## config.mk

```make
export PLATFORM = sky130hd
export DESIGN_NAME = uart_tx_port
export DESIGN_NICKNAME = d
export VERILOG_FILES = /design/src/rtl/uart_pkg.sv /design/src/rtl/uart_tx_port_sync_fifo.sv /design/src/rtl/uart_tx_port.sv
export SDC_FILE = /design/constraint.sdc
export NUM_CORES = 1
export LEC_CHECK = 0
export CAP_MARGIN = 0
export CORE_MARGIN = 3
export CORE_UTILIZATION = 40
export DETAILED_ROUTE_END_ITERATION = 6
export GPL_TIMING_DRIVEN = 0
export PLACE_DENSITY = 0.69
export SLEW_MARGIN = 20
export SYNTH_ARGS = -nofsm -noshare
export SYNTH_HDL_FRONTEND = slang
export SYNTH_SLANG_ARGS = --single-unit
```

## constraint.sdc

```tcl
create_clock -name clk -period 8.24 [get_ports clk]
set_clock_uncertainty 0.2 [all_clocks]
set_input_delay 1.236 -clock clk [delete_from_list [all_inputs] [get_ports clk]]
set_output_delay 1.236 -clock clk [all_outputs]
set_load 0.02 [all_outputs]
```

## src/rtl/uart_pkg.sv

```systemverilog
// Shared definitions for the IO2 UART transmitter.
// Holds the transmit FSM state encoding, the status-word bit positions
// seen by software on inIO2, the control-write flag position, and the
// default bit period for a 25 MHz core clock at 115200 baud.
package uart_pkg;

  localparam int CLK_HZ           = 25000000;
  localparam int BAUD             = 115200;
  localparam int DEF_CLKS_PER_BIT = CLK_HZ / BAUD;  // 217

  // status word bit positions
  localparam int BUSY_B  = 15;
  localparam int EMPTY_B = 14;
  localparam int FULL_B  = 13;
  localparam int OVF_B   = 12;
  localparam int PAR_B   = 11;

  // write word: bit 15 set marks a control write rather than a data byte
  localparam int CTRL_B  = 15;

  typedef enum logic [2:0] {
    IDLE   = 3'd0,
    START  = 3'd1,
    DATA   = 3'd2,
    PARITY = 3'd3,
    STOP   = 3'd4
  } txState_t;

endpackage

```

## src/rtl/uart_tx_port_sync_fifo.sv

```systemverilog
// sync_fifo: single-clock FIFO with an occupancy counter.
// Ports:
//   clk, reset       clock, synchronous active-high reset
//   push, wrData     write request and data (taken when not full, or when
//                    a pop happens in the same cycle)
//   pop, rdData      read request; rdData is the current head (show-ahead)
//   full, empty      derived from count, so never ambiguous
//   count            entries held, 0..DEPTH
// DEPTH must be a power of 2 so the pointers wrap naturally.
module sync_fifo #(
  parameter  int WIDTH = 8,
  parameter  int DEPTH = 4,
  localparam int AW    = $clog2(DEPTH),
  localparam int CW    = AW + 1
) (
  input  logic             clk,
  input  logic             reset,
  input  logic             push,
  input  logic [WIDTH-1:0] wrData,
  input  logic             pop,
  output logic [WIDTH-1:0] rdData,
  output logic             full,
  output logic             empty,
  output logic [CW-1:0]    count
);

  logic [WIDTH-1:0] mem [DEPTH];
  logic [AW-1:0]    wrPtr, rdPtr;
  logic             pushOk, popOk;

  assign full   = (count == CW'(DEPTH));
  assign empty  = (count == '0);
  // a pop in the same cycle frees the slot, so a push into a full FIFO
  // still succeeds
  assign pushOk = push && (!full || pop);
  assign popOk  = pop && !empty;
  assign rdData = mem[rdPtr];

  always_ff @(posedge clk) begin
    if (pushOk) mem[wrPtr] <= wrData;
  end

  always_ff @(posedge clk) begin
    if (reset) begin
      wrPtr <= '0;
      rdPtr <= '0;
      count <= '0;
    end else begin
      if (pushOk) wrPtr <= wrPtr + 1'b1;
      if (popOk)  rdPtr <= rdPtr + 1'b1;
      case ({pushOk, popOk})
        2'b10:   count <= count + 1'b1;
        2'b01:   count <= count - 1'b1;
        default: count <= count;
      endcase
    end
  end

endmodule

```

## src/rtl/uart_tx_port.sv

```systemverilog
// uart_tx_port: memory-mapped UART transmitter on the decoder's IO2 slot.
// CPU writes are queued in a byte FIFO and sent as 8N1 (8E1 when built
// with UART_TX_PARITY_EN defined) on tx, LSB first.
// Ports:
//   clk    core clock
//   reset  synchronous active-high reset; aborts any frame in flight
//   in     write word: in[15]=0 data byte in[7:0]; in[15]=1 clears overflow
//   load   one-cycle write strobe (loadIO2)
//   out    registered status: busy, empty, full, overflow, parity-enabled,
//          FIFO count in [4:0]
//   tx     serial line, idle high, driven from a flop
// Build option: UART_TX_PARITY_EN adds an even-parity bit after the data.
module uart_tx_port
  import uart_pkg::*;
#(
  parameter int CLKS_PER_BIT = DEF_CLKS_PER_BIT,
  parameter int FIFO_DEPTH   = 4
) (
  input  logic        clk,
  input  logic        reset,
  input  logic [15:0] in,
  input  logic        load,
  output logic [15:0] out,
  output logic        tx
);

  localparam int            BW        = (CLKS_PER_BIT > 1) ? $clog2(CLKS_PER_BIT) : 1;
  localparam int            CW        = $clog2(FIFO_DEPTH) + 1;
  localparam logic [BW-1:0] BAUD_LAST = BW'(CLKS_PER_BIT - 1);

  txState_t      state, nextState;
  logic [BW-1:0] baudCnt;
  logic          baudDone;
  logic [2:0]    bitIdx;
  logic [7:0]    shiftReg;
  logic          overflow;
  logic          txNext;
  logic [15:0]   statusNext;

  logic          fPush, fPop, fFull, fEmpty;
  logic [7:0]    fHead;
  logic [CW-1:0] fCount;

  logic          ctrlWr;
  logic          unusedIn;

  assign ctrlWr   = load && in[CTRL_B];
  assign fPush    = load && !in[CTRL_B];
  assign unusedIn = ^in[14:8];
  assign baudDone = (baudCnt == BAUD_LAST);

`ifdef UART_TX_PARITY_EN
  logic parBit;
`endif

  sync_fifo #(
    .WIDTH (8),
    .DEPTH (FIFO_DEPTH)
  ) uFifo (
    .clk    (clk),
    .reset  (reset),
    .push   (fPush),
    .wrData (in[7:0]),
    .pop    (fPop),
    .rdData (fHead),
    .full   (fFull),
    .empty  (fEmpty),
    .count  (fCount)
  );

  // next state, FIFO pop and the level tx takes at the next edge.
  // tx is registered from the current state, so the line lags the FSM
  // by one cycle but every bit still lasts exactly CLKS_PER_BIT cycles.
  always_comb begin
    nextState = state;
    fPop      = 1'b0;
    txNext    = 1'b1;
    case (state)
      IDLE: begin
        txNext = 1'b1;
        if (!fEmpty) begin
          fPop      = 1'b1;
          nextState = START;
        end
      end
      START: begin
        txNext = 1'b0;
        if (baudDone) nextState = DATA;
      end
      DATA: begin
        txNext = shiftReg[0];
        if (baudDone && bitIdx == 3'd7) begin
`ifdef UART_TX_PARITY_EN
          nextState = PARITY;
`else
          nextState = STOP;
`endif
        end
      end
`ifdef UART_TX_PARITY_EN
      PARITY: begin
        txNext = parBit;
        if (baudDone) nextState = STOP;
      end
`endif
      STOP: begin
        txNext = 1'b1;
        if (baudDone) begin
          // chain straight into the next frame when more data is queued
          if (!fEmpty) begin
            fPop      = 1'b1;
            nextState = START;
          end else begin
            nextState = IDLE;
          end
        end
      end
      default: nextState = IDLE;
    endcase
  end

  always_comb begin
    statusNext          = '0;
    statusNext[BUSY_B]  = (state != IDLE);
    statusNext[EMPTY_B] = fEmpty;
    statusNext[FULL_B]  = fFull;
    statusNext[OVF_B]   = overflow;
`ifdef UART_TX_PARITY_EN
    statusNext[PAR_B]   = 1'b1;
`endif
    statusNext[4:0]     = 5'(fCount);
  end

  always_ff @(posedge clk) begin
    if (reset) begin
      state    <= IDLE;
      baudCnt  <= '0;
      bitIdx   <= '0;
      shiftReg <= '0;
      overflow <= 1'b0;
      tx       <= 1'b1;
      out      <= 16'h4000;
    end else begin
      state <= nextState;
      tx    <= txNext;
      out   <= statusNext;

      // restart the bit timer on every state entry and every bit boundary
      if (state == IDLE || nextState != state || baudDone) baudCnt <= '0;
      else                                                 baudCnt <= baudCnt + 1'b1;

      if (fPop) begin
        shiftReg <= fHead;
        bitIdx   <= '0;
      end else if (state == DATA && baudDone) begin
        shiftReg <= {1'b0, shiftReg[7:1]};
        bitIdx   <= bitIdx + 1'b1;
      end

      // a push into a full FIFO is only lost if no pop frees a slot
      if (ctrlWr)                          overflow <= 1'b0;
      else if (fPush && fFull && !fPop)    overflow <= 1'b1;
    end
  end

`ifdef UART_TX_PARITY_EN
  // even parity captured with the byte so it is ready after bit 7
  always_ff @(posedge clk) begin
    if (reset)     parBit <= 1'b0;
    else if (fPop) parBit <= ^fHead;
  end
`endif

endmodule
```

==> metrics.txt, run 1 <==
DR WL/cell about 14 um; met2 wire len between 2 and 3 mm; Hold Buf Count CTS 0; Die X about 94 um; crit path DAT 3390 ps; CORE AREA between 7000 and 8000 um2; Cells after Synth 253; # Post-CTS Setup Buffers 0; cts repair resizes 0; Yosys warning total 0; max-cap violations 0; M1 wire length 2.49 mm; Crit Path Class in2reg; Slew @ Worst Pin 505 ps; Period minus WS final about 3300 ps; Synth Register Bits 72; Syn Area/Cell around 12 um2; clock sink count around 70; Yosys top cell area share 0.312; Pre-Repair DR Iteration Count 4; P_leak ~1.3 nW; Met3 Wirelength about 230 um; Yosys cell types 49; Setup violations, final 0; Final Power 1.00 mW; Clk pwr share 0.297; # IOs 36; worst-skew pair later-pin latency about 360 ps; largest net degree at the start of global routing 16; Worst Path Max Fanout 3; max_slew headroom 0.663; Placed Area between 3000 and 4000 um2; die height 93.8 um; ratio of cells with drive above 1 in the final layout 0.190; final period utilization 0.401; worst hold path class reg2reg; Area contributors post-synth edfxtp_1 31%, dfxtp_1 26%, mux4_2 5.8%; commonest non-fill, non-tap cell in the layout dfxtp_1; Top Layer Used met4; Port Buf Inserts 18; root buf cell clkbuf_8; DRT iter0 DRCs 136; status completed; Max Root-Sink Buffers 2; count of final max-slew check failures 0; Critical Path RT between 8000 and 9000 ps; Comb power frac 0.264; global-route wire length before repair between 9 and 10 mm; maximum VDD drop about 0.00016 V; type of element launching the critical path input pin; Seq/Total Area, Yosys 0.572; routed vias/inst 5.01; initial antenna violation count 0; Num CTS Buffers 9; Initial Utilization 0.418; H-tree Lvls 3; switch share 0.315; Rows 31; Net count, final 319; total number of vias slightly below 2k; total congestion overflow 0; Yosys top cell by area edfxtp_1; final setup TNS 0 ps; RSZ-0062 raised after global routing no; die footprint 8790 um2; TritonCTS clock tree yes; Ant. Diodes 0; Layout area overhead 17.7%; post-route ant nets 0; routability-driven placement congestion ratio roughly 0.85; cell internal pwr just under 0.7 mW; vias in the first global route 1902; Power Density between 200 and 300 nW/um2; Post-route DRC 0; clock slew at reported path FFs around 90 ps; fin area roughly 3600 um2; f_max 303 MHz; commonest cells after routing, fill and taps aside 40 x dfxtp_1, 32 x edfxtp_1, 18 x nor2_1, 18 x clkdlybuf4s50_1, 16 x a21oi_1; Fillers slightly below 700; CP endpoint kind flop; gr usage total 0.139; part of the power in registers 0.439; drt total wl 5.48 mm; DPL Wire Length approximately 3.8 mm; Psw roughly 0.32 mW; final hold vios 0; synthesized area between 3000 and 4000 um2
-- Yosys cell counts, drive strengths merged --
library cell	n
a2111o	1
a211o	2
a211oi	2
a21o	1
a21oi	16
a221oi	1
a311oi	2
a32oi	5
and2	1
and3	7
and3b	1
and4b	1
buf	20
clkbuf	2
clkdlybuf4s50	1
conb	1
dfxtp	40
edfxtp	32
fa	1
ha	9
inv	15
mux2	2
mux2i	2
mux4	8
nand2	4
nand2b	1
nand3	10
nand4	1
nor2	20
nor2b	5
nor3	8
nor3b	1
nor4	1
o211ai	6
o21a	1
o21ai	7
o221a	1
or2	2
or3	2
or3b	1
xnor2	2
xor2	7
-- power by group through the flow --
stage	combinational, mW	clock, mW	sequential (mW)
after floorplan	0.188	0	0.455
after global placement	0.261	0	0.447
after detailed placement	0.266	0	0.449
after CTS	0.268	0.305	0.441
after global routing	0.298	0.323	0.446
final	0.265	0.298	0.440
-- metal layers --
layer	GRT usage	up-vias
li1	-	980
met1	0.170	938
met2	0.226	45
met3	0.0321	10
met4	0.0770	0
met5	0	-
-- worst max-delay path, cell delays in order --
cell             delay [ps]
clkdlybuf4s50_1         450
nor2b_1                 170
o21ai_0                 160
nor2_1                  100
inv_1                    70
ha_1                    160
inv_1                    60
fa_1                    370
xor2_1                  160
or3_1                   300
a21oi_1                 130
-- cells by family after synthesis --
kind of cell             synth area share
AND/OR/NAND/NOR                     0.115
adder cells (fa/ha/maj)            0.0430
buffers and inverters              0.0715
other                             0.00122
XOR/XNOR                           0.0256
multiplexers                       0.0723
AO/OA/AOI/OAI                      0.0999
flip-flops                          0.572
-- through the flow --
step | cells | worst slack (ps) | util | hold slack [ps]
finish | 394 | 4940 | 0.492 | 269
global route | 394 | 4760 | 0.492 | 307
floorplan | 261 | 5270 | - | 238
detailed placement | 378 | 4600 | 0.463 | 255
CTS | 394 | 4950 | 0.492 | 269
global placement | 378 | 4620 | 0.463 | 252
-- final cells by class --
cell class,count,area [um2],area share
tap,99,124,0.0342
inverter,15,56.3,0.0155
clock buffer,9,124,0.0342
clock inverter,7,86.3,0.0238
multi-input combinational,151,1130,0.312
timing repair buffer,18,180,0.0497
sequential,72,1760,0.486
buffer,23,164,0.0452
-- state kept, by name (all words and copies together), names as in the netlist, named ones only --
| signal | cells |
|---|---|
| uFifo.wrPtr | 2 |
| uFifo.count | 3 |
| uFifo.rdPtr | 2 |
| out | 7 |
| bitIdx | 3 |
| uFifo.mem | 32 |
| shiftReg | 8 |
| baudCnt | 8 |
| tx | 1 |
| overflow | 1 |
| state | 3 |
-- worst paths after layout --
check / startpoint / endpoint / slack, ps / depth (start not counted)
worst max register to register: baudCnt[0] / uFifo.count[2] / 5180 / 13
worst min-delay path: overflow / out[12] / 270 / 2
worst max-delay path: load / uFifo.count[2] / 4940 / 11
worst min register to register: overflow / out[12] / 270 / 2
Note: power is estimated with default switching activity, not from simulation.
==> inputs of run 2 (changes only) <==
--- a/config.mk
+++ b/config.mk
@@ -10,7 +10,7 @@
 export CORE_UTILIZATION = 40
 export DETAILED_ROUTE_END_ITERATION = 6
 export GPL_TIMING_DRIVEN = 0
-export PLACE_DENSITY = 0.69
+export PLACE_DENSITY = 0.72
 export SLEW_MARGIN = 20
 export SYNTH_ARGS = -nofsm -noshare
 export SYNTH_HDL_FRONTEND = slang
==> constraint.sdc (replaced) <==
create_clock -name clk -period 3 [get_ports clk]
set_clock_uncertainty 0.2 [all_clocks]
set_input_delay 0.45 -clock clk [delete_from_list [all_inputs] [get_ports clk]]
set_output_delay 0.45 -clock clk [all_outputs]
set_load 0.02 [all_outputs]
==> run 2 against run 1 <==
Effect of this change: sequential power grew to 2.7 times the previous value; register-to-register slack got worse by 5000 ps; largest power group unchanged; power rose to 2.7 times the previous value; non-clock buffer count grew 1; hold slack better by 2.5 ps; via count up 0.30%; worst setup slack got worse by 4800 ps; wire length is 0.77% lower; critical path depth increased by 2; global-route usage fell by 0.25 points.
==> metrics.txt, run 2 (synthesized netlist as in run 1, its figures left out) <==
Slew @ Worst Pin 552 ps (was 505 ps); global-route wire length before repair 9.08 mm (was 9.18 mm); CORE AREA 7370 um2 (unchanged); Net count, final 320 (was 319); worst hold path class reg2reg (unchanged); worst-skew pair later-pin latency 350 ps (was 360 ps); Max Root-Sink Buffers 2 (unchanged); largest net degree at the start of global routing 16 (unchanged); Setup violations, final 0 (unchanged); crit path DAT 2950 ps (was 3390 ps); DR WL/cell 13.8 um (was 13.9 um); commonest cells after routing, fill and taps aside 38 x dfxtp_1, 32 x edfxtp_1, 18 x nor2_1, 18 x clkdlybuf4s50_1, 16 x a21oi_1 (was 40 x dfxtp_1, 32 x edfxtp_1, 18 x nor2_1, 18 x clkdlybuf4s50_1, 16 x a21oi_1); die height 93.8 um (unchanged); fin area 3620 um2 (was 3630 um2); total number of vias 1979 (was 1973); Crit Path Class reg2reg (was in2reg); maximum VDD drop 0.000358 V (was 0.000164 V); CP endpoint kind flop (unchanged); Clk pwr share 0.271 (was 0.297); initial antenna violation count 0 (unchanged); Final Power 2.68 mW (was 1.00 mW); P_leak 1.30 nW (was 1.31 nW); max-cap violations 0 (unchanged); Post-route DRC 0 (unchanged); buffers plus inverters on the worst setup path 4 (was 3); Layout Utilization 0.492 (about the same); type of element launching the critical path flop (was input pin); count of final max-slew check failures 0 (unchanged); drt total wl 5.43 mm (was 5.48 mm); Worst Path Max Fanout 8 (was 3); cell internal pwr 1.82 mW (was 0.688 mW); final setup TNS 0 ps (unchanged); die footprint 8790 um2 (unchanged); Comb power frac 0.278 (was 0.264); Worst R2R End uFifo.count[2] (unchanged); post-route ant nets 0 (unchanged); max FFs per register 32 (unchanged); hold path cells 1 (was 2); Power Density 740 nW/um2 (was 277 nW/um2); status completed (unchanged); Worst path most repeated cell inv_1 (unchanged); ratio of cells with drive above 1 in the final layout 0.206 (was 0.190); routability-driven placement congestion ratio 0.839 (was 0.845); total congestion overflow 0 (unchanged); clock sink count 72 (unchanged); hold_sp baudCnt[0] (was overflow); Layout area overhead 17.6% (was 17.7%); commonest non-fill, non-tap cell in the layout dfxtp_1 (unchanged); Placed Area 3420 um2 (unchanged); Psw 0.868 mW (was 0.316 mW); setup ws final 140 ps (was 4940 ps); R2R cell count 13 (unchanged); Top Registers uFifo.mem: 32 flops, baudCnt: 8 flops, shiftReg: 8 flops (unchanged); Initial Utilization 0.418 (unchanged); register with the most flip-flops uFifo.mem (unchanged); max_slew headroom 0.629 (was 0.663); Critical Path RT 3090 ps (was 8320 ps); crit path cell chain inv_1 > ha_1 > and3b_1 > buf_6 > a211oi_4 > nor2_1 > inv_1 > ha_1 > inv_1 > fa_1 > xor2_1 > or3_1 > a21oi_1 (was clkdlybuf4s50_1 > nor2b_1 > o21ai_0 > nor2_1 > inv_1 > ha_1 > inv_1 > fa_1 > xor2_1 > or3_1 > a21oi_1); switch share 0.323 (was 0.315); part of the power in registers 0.451 (was 0.439); FF/Latch Area 1760 um2 (about the same); Port Buf Inserts 18 (unchanged); DPL Wire Length 3.67 mm (was 3.77 mm); R2R Setup Slk 140 ps (was 5180 ps); root buf cell clkbuf_8 (unchanged); final hold vios 0 (unchanged); worst r2r src baudCnt[0] (unchanged); Critical-path top delay cell dfxtp_2 (was clkdlybuf4s50_1); vias in the first global route 1858 (was 1902); f_max ~350 MHz; Period minus WS final 2860 ps; clock slew at reported path FFs 80 ps (was 90 ps); Num CTS Buffers 9 (unchanged); routed vias/inst 5.01 (about the same); final period utilization 0.953; H-tree Lvls 3 (unchanged); TritonCTS clock tree yes (unchanged); gr usage total 0.137 (was 0.139); Fillers 662 (was 682); # IOs 36 (unchanged); DRT iter0 DRCs 131 (was 136); Die X 93.8 um (unchanged); Min-Delay Endpoint baudCnt[0] (was out[12]); Rows 31 (unchanged); CP delay by family, top adder cells (was buffers and inverters); area of the multi-input gates 1140 um2 (was 1130 um2); pre-CTS setup slack -21.6 ps (was 4600 ps); Hold Buf Count CTS 0 (unchanged); Ant. Diodes 0 (unchanged); Slowest Stage Delay on Critical Path 380 ps (was 450 ps); Pre-Repair DR Iteration Count 4 (unchanged)
## run 2: how the worst max path moves through the flow
stage                     from             end  cells after the start
CTS                 baudCnt[0]  uFifo.count[2]                     13
finish              baudCnt[0]  uFifo.count[2]                     13
global route        baudCnt[0]  uFifo.count[2]                     13
global placement    baudCnt[0]  uFifo.count[2]                     13
detailed placement  baudCnt[0]  uFifo.count[2]                     13
floorplan           baudCnt[0]  uFifo.count[2]                     13
## run 2: routing by layer
metal | track usage | vias to the layer above | wire, um
met5 | 0 | - | 0
met1 | 0.168 | 954 | 2470
met3 | 0.0401 | 10 | 255
met2 | 0.223 | 41 | 2620
met4 | 0.0578 | 0 | 89
li1 | - | 974 | -
## run 2: final cells by class
type / instances / area share
Sequential cell: 72 / 0.487
Multi-Input combinational cell: 151 / 0.315
Timing Repair Buffer: 19 / 0.0518
Buffer: 23 / 0.0452
Clock buffer: 9 / 0.0342
Tap cell: 99 / 0.0342
Clock inverter: 7 / 0.0169
Inverter: 15 / 0.0155
## run 2: power groups by stage
stage / clock [mW] / combinational [mW] / sequential [mW]
floorplan: 0 / 0.517 / 1.25
global placement: 0 / 0.716 / 1.23
detailed placement: 0 / 0.727 / 1.23
CTS: 0.740 / 0.732 / 1.21
global route: 0.792 / 0.841 / 1.23
finish: 0.727 / 0.747 / 1.21
## run 2: repair_timing
| item | 4_1_cts | 5_1_grt |
|---|---|---|
| resized for setup | 1 | 5 |
| endpoints found under the setup margin | 1 | 1 |
| buffers inserted | 0 | 1 |
| pin swaps | 0 | 0 |
## run 2: per-stage QoR
stage | hold slack, ps | instances
floorplan | 238 | 261
global placement | 251 | 378
detailed placement | 259 | 378
CTS | 271 | 394
global route | 286 | 395
finish | 271 | 395
==> inputs of run 3 (changes only) <==
--- a/config.mk
+++ b/config.mk
@@ -9,6 +9,7 @@
 export CORE_MARGIN = 3
 export CORE_UTILIZATION = 40
 export DETAILED_ROUTE_END_ITERATION = 6
+export GPL_ROUTABILITY_DRIVEN = 0
 export GPL_TIMING_DRIVEN = 0
 export PLACE_DENSITY = 0.72
 export SLEW_MARGIN = 20
==> results of run 3 <==
No change in the layout: final DEF, timing and power equal those of run 2.
